===== config.mk =====
export PLATFORM = sky130hd
export DESIGN_NAME = shot_turn_controller
export DESIGN_NICKNAME = d
export VERILOG_FILES = /design/src/rtl/battleship_pkg.sv /design/src/rtl/shot_history.sv /design/src/rtl/shot_turn_controller.sv
export SDC_FILE = /design/constraint.sdc
export NUM_CORES = 1
export LEC_CHECK = 0
export BUFFER_PORTS_ARGS = -buffer_cell sky130_fd_sc_hd__buf_2
export CAP_MARGIN = 25
export CORE_ASPECT_RATIO = 0.75
export CORE_MARGIN = 2
export CORE_UTILIZATION = 30
export CTS_BUF_LIST = sky130_fd_sc_hd__clkbuf_8
export DETAILED_ROUTE_END_ITERATION = 8
export PLACE_DENSITY_LB_ADDON = 0.2
export SLEW_MARGIN = 20
export SYNTH_ARGS = -nofsm -noshare
export SYNTH_HDL_FRONTEND = slang
export SYNTH_SLANG_ARGS = --single-unit

===== constraint.sdc =====
create_clock -name clock -period 11.15 [get_ports clock]
set_input_delay 2.23 -clock clock [delete_from_list [all_inputs] [get_ports clock]]
set_output_delay 2.23 -clock clock [all_outputs]
set_load 0.01 [all_outputs]

===== src/rtl/battleship_pkg.sv =====
// Shared types and helpers for the battleship shot/turn logic.
package battleship_pkg;

  localparam int GRID_SIZE = 10;

  typedef enum logic [1:0] {
    NONE = 2'd0,
    MISS = 2'd1,
    NEAR = 2'd2,
    HIT  = 2'd3
  } result_t;

  typedef enum logic [1:0] {
    IDLE     = 2'd0,
    CHECK    = 2'd1,
    SCORE    = 2'd2,
    GAMEOVER = 2'd3
  } state_t;

  // True when a coordinate lies on the board (1..GRID_SIZE).
  function automatic logic coord_ok(input logic [3:0] c);
    return (c >= 4'd1) && (c <= 4'(GRID_SIZE));
  endfunction

  // Row-major cell number of a 1-based (x,y); only meaningful when both are on the board.
  function automatic logic [6:0] cell_index(input logic [3:0] x, input logic [3:0] y);
    logic [6:0] row;
    logic [6:0] col;
    row = {3'd0, y} - 7'd1;
    col = {3'd0, x} - 7'd1;
    return (row * 7'(GRID_SIZE)) + col;
  endfunction

endpackage


===== src/rtl/shot_history.sv =====
// Bitmap of board cells already targeted; one bit per cell, cleared on reset.
module shot_history
  import battleship_pkg::*;
(
  input  logic       clock,
  input  logic       reset,
  input  logic [6:0] Idx,
  input  logic       Mark,
  output logic       Seen
);

  localparam int CELLS = GRID_SIZE * GRID_SIZE;

  logic [CELLS-1:0] map_r;
  logic             in_grid_s;

  assign in_grid_s = (Idx < 7'(CELLS));

  // Set the addressed cell when a shot is scored; indices past the board are dropped.
  always_ff @(posedge clock) begin
    if (reset) begin
      map_r <= '0;
    end else if (Mark && in_grid_s) begin
      map_r[Idx] <= 1'b1;
    end
  end

  // Combinational lookup; off-board indices read as not seen.
  always_comb begin
    if (in_grid_s) begin
      Seen = map_r[Idx];
    end else begin
      Seen = 1'b0;
    end
  end

endmodule


===== src/rtl/shot_turn_controller.sv =====
// Turn controller: latches a fire request, validates it, strobes the scoring
// stage for one cycle, then updates shot/bomb/hit counters and game status.
module shot_turn_controller
  import battleship_pkg::*;
#(
  parameter int MAX_SHOTS   = 30,
  parameter int BIG_BOMBS   = 3,
  parameter int HITS_TO_WIN = 17
)
(
  input  logic       clock,
  input  logic       reset,
  input  logic [3:0] X,
  input  logic [3:0] Y,
  input  logic       Big,
  input  logic       Score,
  input  logic       Hit,
  input  logic       NearMiss,
  input  logic       Miss,
  output logic [3:0] ScoreX,
  output logic [3:0] ScoreY,
  output logic       ScoreBig,
  output logic       ScoreThis,
  output logic       Wrong,
  output result_t    LastResult,
  output logic [5:0] ShotsLeft,
  output logic [1:0] BigLeft,
  output logic [4:0] HitCount,
  output logic       GameOver,
  output logic       Win
);

  localparam logic [5:0] SHOTS_INIT = 6'(MAX_SHOTS);
  localparam logic [1:0] BIG_INIT   = 2'(BIG_BOMBS);
  localparam logic [4:0] WIN_HITS   = 5'(HITS_TO_WIN);

  state_t     state_r;
  logic       score_prev_r;
  logic       fire_s;
  logic       reject_s;
  logic       seen_s;
  logic       mark_s;
  logic [6:0] idx_s;
  logic [4:0] hits_next_s;
  logic [5:0] shots_next_s;
  result_t    result_s;

  // Remember the previous button level; starts high so a button held through reset does not fire.
  always_ff @(posedge clock) begin
    if (reset) begin
      score_prev_r <= 1'b1;
    end else begin
      score_prev_r <= Score;
    end
  end

  assign fire_s = Score & ~score_prev_r;
  assign idx_s  = cell_index(ScoreX, ScoreY);
  assign mark_s = (state_r == SCORE);

  shot_history u_history (
    .clock (clock),
    .reset (reset),
    .Idx   (idx_s),
    .Mark  (mark_s),
    .Seen  (seen_s)
  );

  // Validate the latched target and precompute the post-shot counter values.
  always_comb begin
    reject_s = ~coord_ok(ScoreX) | ~coord_ok(ScoreY) |
               (ScoreBig & (BigLeft == 2'd0)) | seen_s;
    if (Hit) begin
      result_s = HIT;
    end else if (NearMiss) begin
      result_s = NEAR;
    end else begin
      result_s = MISS;
    end
    if (Hit && (HitCount != 5'd31)) begin
      hits_next_s = HitCount + 5'd1;
    end else begin
      hits_next_s = HitCount;
    end
    shots_next_s = ShotsLeft - 6'd1;
  end

  // Turn FSM; every output and counter is a register updated here.
  always_ff @(posedge clock) begin
    if (reset) begin
      state_r    <= IDLE;
      ScoreX     <= 4'd0;
      ScoreY     <= 4'd0;
      ScoreBig   <= 1'b0;
      ScoreThis  <= 1'b0;
      Wrong      <= 1'b0;
      LastResult <= NONE;
      ShotsLeft  <= SHOTS_INIT;
      BigLeft    <= BIG_INIT;
      HitCount   <= 5'd0;
      GameOver   <= 1'b0;
      Win        <= 1'b0;
    end else begin
      case (state_r)
        IDLE: begin
          if (fire_s) begin
            ScoreX   <= X;
            ScoreY   <= Y;
            ScoreBig <= Big;
            Wrong    <= 1'b0;
            state_r  <= CHECK;
          end
        end
        CHECK: begin
          if (reject_s) begin
            Wrong    <= 1'b1;
            ScoreBig <= 1'b0;
            state_r  <= IDLE;
          end else begin
            ScoreThis <= 1'b1;
            state_r   <= SCORE;
          end
        end
        SCORE: begin
          ScoreThis  <= 1'b0;
          ShotsLeft  <= shots_next_s;
          HitCount   <= hits_next_s;
          LastResult <= result_s;
          if (ScoreBig) begin
            BigLeft <= BigLeft - 2'd1;
          end
          // A winning hit on the last shot counts as a win.
          if (hits_next_s == WIN_HITS) begin
            GameOver <= 1'b1;
            Win      <= 1'b1;
            state_r  <= GAMEOVER;
          end else if (shots_next_s == 6'd0) begin
            GameOver <= 1'b1;
            Win      <= 1'b0;
            state_r  <= GAMEOVER;
          end else begin
            state_r <= IDLE;
          end
        end
        GAMEOVER: begin
          GameOver  <= 1'b1;
          ScoreThis <= 1'b0;
        end
        default: begin
          state_r <= IDLE;
        end
      endcase
    end
  end

endmodule

==> results list, run 1 <==
- Die extent in x: 172.0 um
- The die covers 22,350 um2.
* Setup slack of the critical path after layout: 6.851 ns
- For this run, the post-layout net count is 799.
- Remaining max-slew budget at the tightest pin: 32.17%
- Clock-pin slew was measured on the worst setup and hold paths at 0.08 ns.
* Sum of routed wire length over all layers: 16,810 um
- TritonCTS built the clock tree.
* Crit path kind: reg2reg
- Power density of the placed cells: 156.5 nW/um2
- Cell types with the highest counts after synthesis: sky130_fd_sc_hd__dfxtp_1, sky130_fd_sc_hd__inv_1, sky130_fd_sc_hd__o22ai_1
- The repair_antennas step left the layout with diodes totalling 0.
- First-pass GRT wire length: 27,230 um
* Yosys cell types: 66
- Setup violations, final: 0
- At the pin with the least slew margin, the transition time is 1.017 ns.
- The synthesized design contains 131 register bits.
* Number of antenna violations at the first check in global routing: 0
- Timing analysis after detailed placement gives a worst setup slack of 6.702 ns.
* Detailed-route vias per instance: 4.859
- Yosys top cell area share: 41.32%
- Subtracting the final worst setup slack from the clock period gives 4.299 ns.
- Startpoint of the lowest-slack register-to-register path: ScoreY[0]
- Setup repair after global routing left no endpoint under its margin.
- Status: finished clean
- Gate count after technology mapping: 731
- Post-synthesis average cell area: 8.683 um2
- Number of detailed-route iterations in the first pass: 5
* Clock Latency Late Sink: 0.44 ns
* Hold worst-path end: u_history.map_r[75]
* CTS buffer count: 17
* Count of unresolved DRC violations after routing: 0
- Along the worst path, the maximum fanout reaches 8.
- Cell taking the most area after synthesis: sky130_fd_sc_hd__dfxtp_1
* Cell depth of the worst min-delay path: 2
- Cell depth of the worst flop-to-flop path: 14
* Pin count of the biggest net entering global routing: 93
- Worst Min Path Start: u_history.map_r[75]
- For this run, the leading register cell type out of synthesis is sky130_fd_sc_hd__dfxtp_1.
- The worst hold path belongs to the class reg2reg.
- Across all register-to-register paths, the minimum setup slack is 6.85 ns.
- Count of hold-fix buffers inserted at cts: 0
- Once the clock tree was built, the resizer swapped 0 gates to a different size.
- Setup TNS: 0 ns
* Post-detail-place hpwl: 10,660 um
- The number of max-slew violations in the final report was 0.
- The floorplan has 46 rows.
- The clock arrives with 0.01252 ns of skew.
- In the post-synthesis netlist, the cell with the most instances is sky130_fd_sc_hd__dfxtp_1.
* Share of final-layout standard cells stronger than drive strength 1: 14.16%
* CTS sink cnt: 131
- Number of design-rule violations left by the first detailed-router iteration: 315
* Fraction of registers with async set or reset after synthesis: 0%
* Post-CTS Setup Inserts: 0
* Port bufs: 41
- For this run the aggregate overflow at the end of global routing stands at 0.
- Data arrival time of the worst path: 4.64 ns
- The via count of the first global-routing pass is 4,973.
- Max-Cap Viols: 0
* Global placement routability congestion: 0.7769
- Sequential elements use 41.32% of the synthesized area.
- Core Area: 20,950 um2
- Dividing the final minimum period by the clock period gives 38.56%.
* Root buffer cell: sky130_fd_sc_hd__clkbuf_8
* Count of endpoints failing hold in the final timing report: 0
- Relative area change from synthesis to final layout: 12.08%
* Average wire per standard cell: 15.89 um
- The endpoint identified for the worst register-to-register timing path is ScoreBig.
* Antenna Nets Post-Route: 0
- Required time worst endpoint: 11.49 ns
* H-Tree Level Count: 4
- VDD IR-drop max: 0.08257 mV
- Max frequency: 0.2326 GHz
- Buffer levels on the longest clock path: 2
* Overall track demand over capacity in global routing: 15.82%
* EDFF count, synth: 0
* Top-level port count: 43
* Static leakage power: 2.448 nW
- Worst Setup End Kind: flip-flop
* Synth area leaders: sky130_fd_sc_hd__dfxtp_1, sky130_fd_sc_hd__o22ai_1, sky130_fd_sc_hd__inv_1
- Final Util: 33.96%
* Fill cell instance count of the final layout: 2,249
- Vertical die dimension: 130.0 um
- The worst setup path is launched from a flip-flop.
- The cell area that synthesis handed to floorplanning was 6347 um2.
- Number of warnings issued by yosys: 0
- Starting utilization of the core area: 30.30%
- Across all layers, the routed design uses 5,141 vias.
* Mapped Nets: 773
[registers in the layout, summed over array words and instances (netlist names)]
register         flops
LastResult           2
ScoreThis            1
BigLeft              2
ScoreX               4
ShotsLeft            6
Wrong                1
score_prev_r         1
Win                  1
ScoreBig             1
HitCount             5
state_r              2
u_history.map_r    100
ScoreY               4
GameOver             1
[placed cells by master, fill, tap and decap left out, types with 13 or more instances in the layout]
master,netlist,routed
sky130_fd_sc_hd__dfxtp_1,131,131
sky130_fd_sc_hd__inv_1,123,124
sky130_fd_sc_hd__o22ai_1,102,102
sky130_fd_sc_hd__nand2_1,61,61
sky130_fd_sc_hd__buf_2,5,40
sky130_fd_sc_hd__nor2_1,39,39
sky130_fd_sc_hd__a21oi_1,24,24
sky130_fd_sc_hd__ha_1,25,24
sky130_fd_sc_hd__nand3_1,18,18
sky130_fd_sc_hd__clkbuf_8,0,17
sky130_fd_sc_hd__mux4_2,14,14
sky130_fd_sc_hd__o21ai_0,15,13
[critical path, stage by stage, from the launching register on]
cell and delay, ns:
sky130_fd_sc_hd__dfxtp_1 0.46, sky130_fd_sc_hd__inv_1 0.15, sky130_fd_sc_hd__ha_1 0.31, sky130_fd_sc_hd__inv_1 0.15, sky130_fd_sc_hd__ha_1 0.26, sky130_fd_sc_hd__ha_1 0.32, sky130_fd_sc_hd__ha_1 0.34, sky130_fd_sc_hd__inv_1 0.10
sky130_fd_sc_hd__nor3_1 0.46, sky130_fd_sc_hd__o21ai_2 0.21, sky130_fd_sc_hd__nor2_1 0.58, sky130_fd_sc_hd__and3_1 0.27, sky130_fd_sc_hd__a211o_1 0.20, sky130_fd_sc_hd__a311oi_2 0.08, sky130_fd_sc_hd__o31a_1 0.32
[worst max-delay path by stage]
| stage | from | end | slack (ns) | cells after the start |
|---|---|---|---|---|
| 3_5_place_dp | reset | u_history.map_r[70] | 6.70 | 5 |
| 4_1_cts | ScoreY[0] | u_history.map_r[86] | 6.84 | 15 |
| 6_report | ScoreY[0] | ScoreBig | 6.85 | 14 |
| 3_3_place_gp | reset | u_history.map_r[70] | 6.70 | 5 |
| 2_1_floorplan | ScoreX[0] | ScoreBig | 7.06 | 15 |
| 5_1_grt | ScoreY[0] | u_history.map_r[86] | 6.48 | 15 |
[routing by layer]
layer	wire length, um	GRT usage (%)	vias to the layer above
met1	9223	23.56	2449
met4	128	3.707	0
li1	-	-	2611
met5	0	0	-
met2	6921	23.27	73
met3	538	3.367	8
[cells by family (layout without fill, tap and decap cells)]
kind of cell / Yosys count / in the layout / share of synthesized area (%)
compound gates: 194 / 194 / 20.13
xor+xnor: 23 / 23 / 3.174
fa+ha+maj: 27 / 27 / 5.559
buf+inv: 162 / 201 / 10.09
flops: 131 / 131 / 41.32
mux: 27 / 27 / 7.057
simple gates: 167 / 167 / 12.68
[cell type report]
| type | instances | area [um2] | area share (%) |
|---|---|---|---|
| Timing Repair Buffer | 45 | 237.7 | 3.342 |
| Multi-Input combinational cell | 438 | 3100 | 43.58 |
| Sequential cell | 131 | 2623 | 36.86 |
| Inverter | 124 | 465.4 | 6.542 |
| Clock inverter | 15 | 93.84 | 1.319 |
| Tap cell | 288 | 360.3 | 5.065 |
| Clock buffer | 17 | 234.0 | 3.289 |
[where the power goes]
group / switching (W) / internal (W) / leakage (nW)
combinational: 0.000205 / 0.0000931 / 1.23
clock: 0.000193 / 0.000150 / 0.164
sequential: 0.00000291 / 0.000470 / 1.06
total: 0.000401 / 0.000713 / 2.45
[per-stage QoR]
step	std cells	hold WS (ns)	cell area (um2)	power [W]
final	1058	0.4601	7114	0.001113
after global routing	1058	0.4727	7114	0.001178
after CTS	1058	0.4627	7114	0.001126
after detailed placement	1026	0.4514	6787	0.0007791
after global placement	1026	0.4469	6787	0.0007779
after floorplan	731	0.4310	6347	0.0007164
No activity file was read; power rests on OpenSTA's default activity.
==> run 2: changes to the inputs <==
==> constraint.sdc (replaced) <==
create_clock -name clock -period 4.05 [get_ports clock]
set_input_delay 0.81 -clock clock [delete_from_list [all_inputs] [get_ports clock]]
set_output_delay 0.81 -clock clock [all_outputs]
set_load 0.01 [all_outputs]
==> run 2 against run 1 <==
Against the previous run: clock power grew to 2.9 times the previous value; maximum frequency grew 15%; via count grew 1.6%; non-clock buffer count grew 30; first-iteration DRC count grew 5.1%; hold slack lost 0.0012 ns; flip-flop and latch count is the same; core utilization grew 1.4 points; cell area grew 4.0%; sequential share of layout area shrank 1.4 points; wire length grew 1.7%; sequential power grew to 2.7 times the previous value; largest cell class unchanged.
==> results list, run 2 (same netlist as run 1, synthesis figures left out) <==
- The net count of the finished layout is 829.
* Count of standard-cell rows: 46
- Summed over all cells, the static leakage comes to 2.625 nW.
* Setup violations, final: 0
- Top Usage Layer GRT: met1
* Required time worst endpoint: 4.45 ns
- The floorplan step defined a die boundary enclosing 22,350 um2.
- Global Route met2 Usage: 22.37%
* Clock transition at the registers of the reported paths: 0.08 ns
* Final critical-path share of the clock period: 92.69%
- The clock net in this run drives a total of 131 sinks.
- After the first detailed-routing iteration, the DRC count stood at 331.
* Instance area at placement: 7013 um2
* Startpoint kind of the worst setup timing path: flip-flop
- Largest stage delay on the critical path: 0.56 ns
- Status: finished clean
- Global-route congestion overflow total: 0
- For this run, the share of the core covered by cells in the final layout is 35.32%.
- Using the TritonRoute via totals, the vias-per-cell ratio works out to 4.800.
* Post-detail-place hpwl: 11,440 um
- Diode insertion count for antenna repair: 0
- In this run the remaining antenna-violating nets after routing total 0.
* Global placement routability congestion: 0.7927
- Starting utilization of the core area: 30.30%
* Count of unresolved DRC violations after routing: 0
* Startpoint of the lowest-slack register-to-register path: ScoreY[0]
- Leaving out fill and tap cells, the most frequent cell in the layout is sky130_fd_sc_hd__dfxtp_1.
* Setup slack of the critical path after layout: 0.2960 ns
- For this block, the via count after detailed routing is 5,222.
* Critical Path Slowest Stage Cell: sky130_fd_sc_hd__or4_4
* Cell seen most often among critical-path stages: sky130_fd_sc_hd__ha_1
- The number of clock buffers added by TritonCTS is 17.
- Across all register-to-register paths, the minimum setup slack is 0.30 ns.
- Clock Latency Late Sink: 0.45 ns
* Worst Setup End Kind: flip-flop
- Pin count of the biggest net entering global routing: 95
- After floorplanning, the core was sized to cover 20,950 um2.
- The critical path starts at ScoreY[0].
* Top-level port count: 43
- Timing analysis after detailed placement gives a worst setup slack of 0.1539 ns.
* Met1 capacity usage during global routing: 24.79%
* Data arrival time of the worst path: 4.16 ns
- Critical Path End: state_r[1]
- The number of hold buffers added after CTS was 0.
- RSZ-0062 raised after global routing: false
- Sum of routed wire length over all layers: 17,090 um
* Hold/Removal Path Class: reg2reg
- Crit path kind: reg2reg
- The via count of the first global-routing pass came to 5,071.
- Counting cells, the worst reg-to-reg path comes to 16.
- The floorplan step set the die width to 172.0 um.
* Critical Path, Cell by Cell: or4_4, nand2_1, ha_1, ha_1, inv_1, fa_1, inv_1, ha_1, nor2_1, o31ai_1, o21a_1, nand3_1, and2_4, a211o_1, a311oi_2, a31o_1
* Non-Filler Cell Area, Final: 7400 um2
- u_history.map_r holds more flip-flops than any other register.
* Buffer levels on the longest clock path: 2
- Overall track demand over capacity in global routing: 16.10%
- The final-report hold violation count was 0.
- VDD sags by at most 0.1935 mV.
- Fill cell instance count of the final layout: 2,229
* Met3 usage: 3.609%
* Power density of the placed cells: 434.5 nW/um2
- For the pin with the worst max-slew slack, the measured transition is 1.024 ns.
* CTS tree: built
* Largest register FFs: 100
* Number of antenna violations at the first check in global routing: 0
- In this run the tool buffered the top-level ports with 41 buffer cells.
- Max frequency: 0.2664 GHz
- The first global-routing pass estimated 27,770 um of wire.
- Critical path peak fanout: 9
- The tree is rooted in a sky130_fd_sc_hd__clkbuf_8.
- Max-cap violations in this run came to 0.
- Leading cell types in the layout, fill and taps excluded: sky130_fd_sc_hd__dfxtp_1, sky130_fd_sc_hd__inv_1, sky130_fd_sc_hd__o22ai_1
- Setup Skew: 0.009579 ns
- Max-slew violation count: 0
- Largest registers: u_history.map_r x100, ShotsLeft x6, HitCount x5
* Final Critical Period: 3.754 ns
- Adding up every negative setup slack in the final design gives 0 ns.
- Compared with the post-synthesis result, the final layout area differs by 16.58%.
- Remaining max-slew budget at the tightest pin: 31.76%
- The post-route netlist has 17.75% of its cells at a drive strength greater than 1.
* Number of detailed-route iterations in the first pass: 4
- Critical register-to-register path endpoint: state_r[1]
- In the final routed layout, each cell accounts on average for 15.71 um.
* H-Tree Level Count: 4
* Vertical die dimension: 130.0 um
==> run 2: changes by cell type in the layout (fill, tap and decap cells not counted), sizes merged <==
cell | before | now
inv | 125 | 127
clkinv | 9 | 5
clkinvlp | 5 | 3
clkbuf | 17 | 21
buf | 45 | 75
==> run 2: final cells by class <==
| type | count | area [um2] | share of cell area [%] |
|---|---|---|---|
| multi-input cells | 438 | 3123 | 42.20 |
| flip-flops and latches | 131 | 2624 | 35.46 |
| repair buffers | 75 | 475.5 | 6.425 |
| inverters | 124 | 465.4 | 6.290 |
| well taps | 288 | 360.3 | 4.870 |
| clock buffers | 21 | 289.0 | 3.906 |
| clock inverters | 11 | 62.56 | 0.8455 |
==> run 2: worst min-delay path by stage <==
stage,startpoint,slack [ns],to,cells past startpoint
2_1_floorplan,u_history.map_r[74],0.43,u_history.map_r[74],2
3_3_place_gp,u_history.map_r[75],0.45,u_history.map_r[75],2
3_5_place_dp,u_history.map_r[75],0.45,u_history.map_r[75],2
4_1_cts,u_history.map_r[75],0.47,u_history.map_r[75],2
5_1_grt,u_history.map_r[48],0.49,u_history.map_r[48],2
6_report,u_history.map_r[75],0.46,u_history.map_r[75],2
==> run 2: power by group <==
group | switching, W | internal [W]
clock | 0.000526 | 0.000478
combinational | 0.000590 | 0.000321
sequential | 0.00000663 | 0.00129
==> run 2: metrics by stage <==
| step | hold slack [ns] | cells | power (W) |
|---|---|---|---|
| after floorplan | 0.4310 | 731 | 0.001973 |
| after detailed placement | 0.4537 | 1056 | 0.002198 |
| after global placement | 0.4515 | 1056 | 0.002200 |
| after global routing | 0.4880 | 1088 | 0.003379 |
| after CTS | 0.4651 | 1088 | 0.003213 |
| final | 0.4589 | 1088 | 0.003215 |
==> run 2: repair_timing <==
action	in CTS	in global routing
buffers inserted	0	0
gates resized for setup	0	8
endpoints found under the setup margin	0	16
==> run 2: worst max-delay path, delay by kind of cell (launching register included) <==
family          cells  cell delay (ns)
compound gates      5             1.13
fa+ha+maj           4             1.05
buf+inv             2             0.13
flops               1             0.36
simple gates        5             1.04
==> run 2: layer usage <==
metal	vias to the layer above	wire (um)
met1	2458	9512
met4	0	129
met2	77	6892
li1	2673	-
met5	-	0
met3	14	560
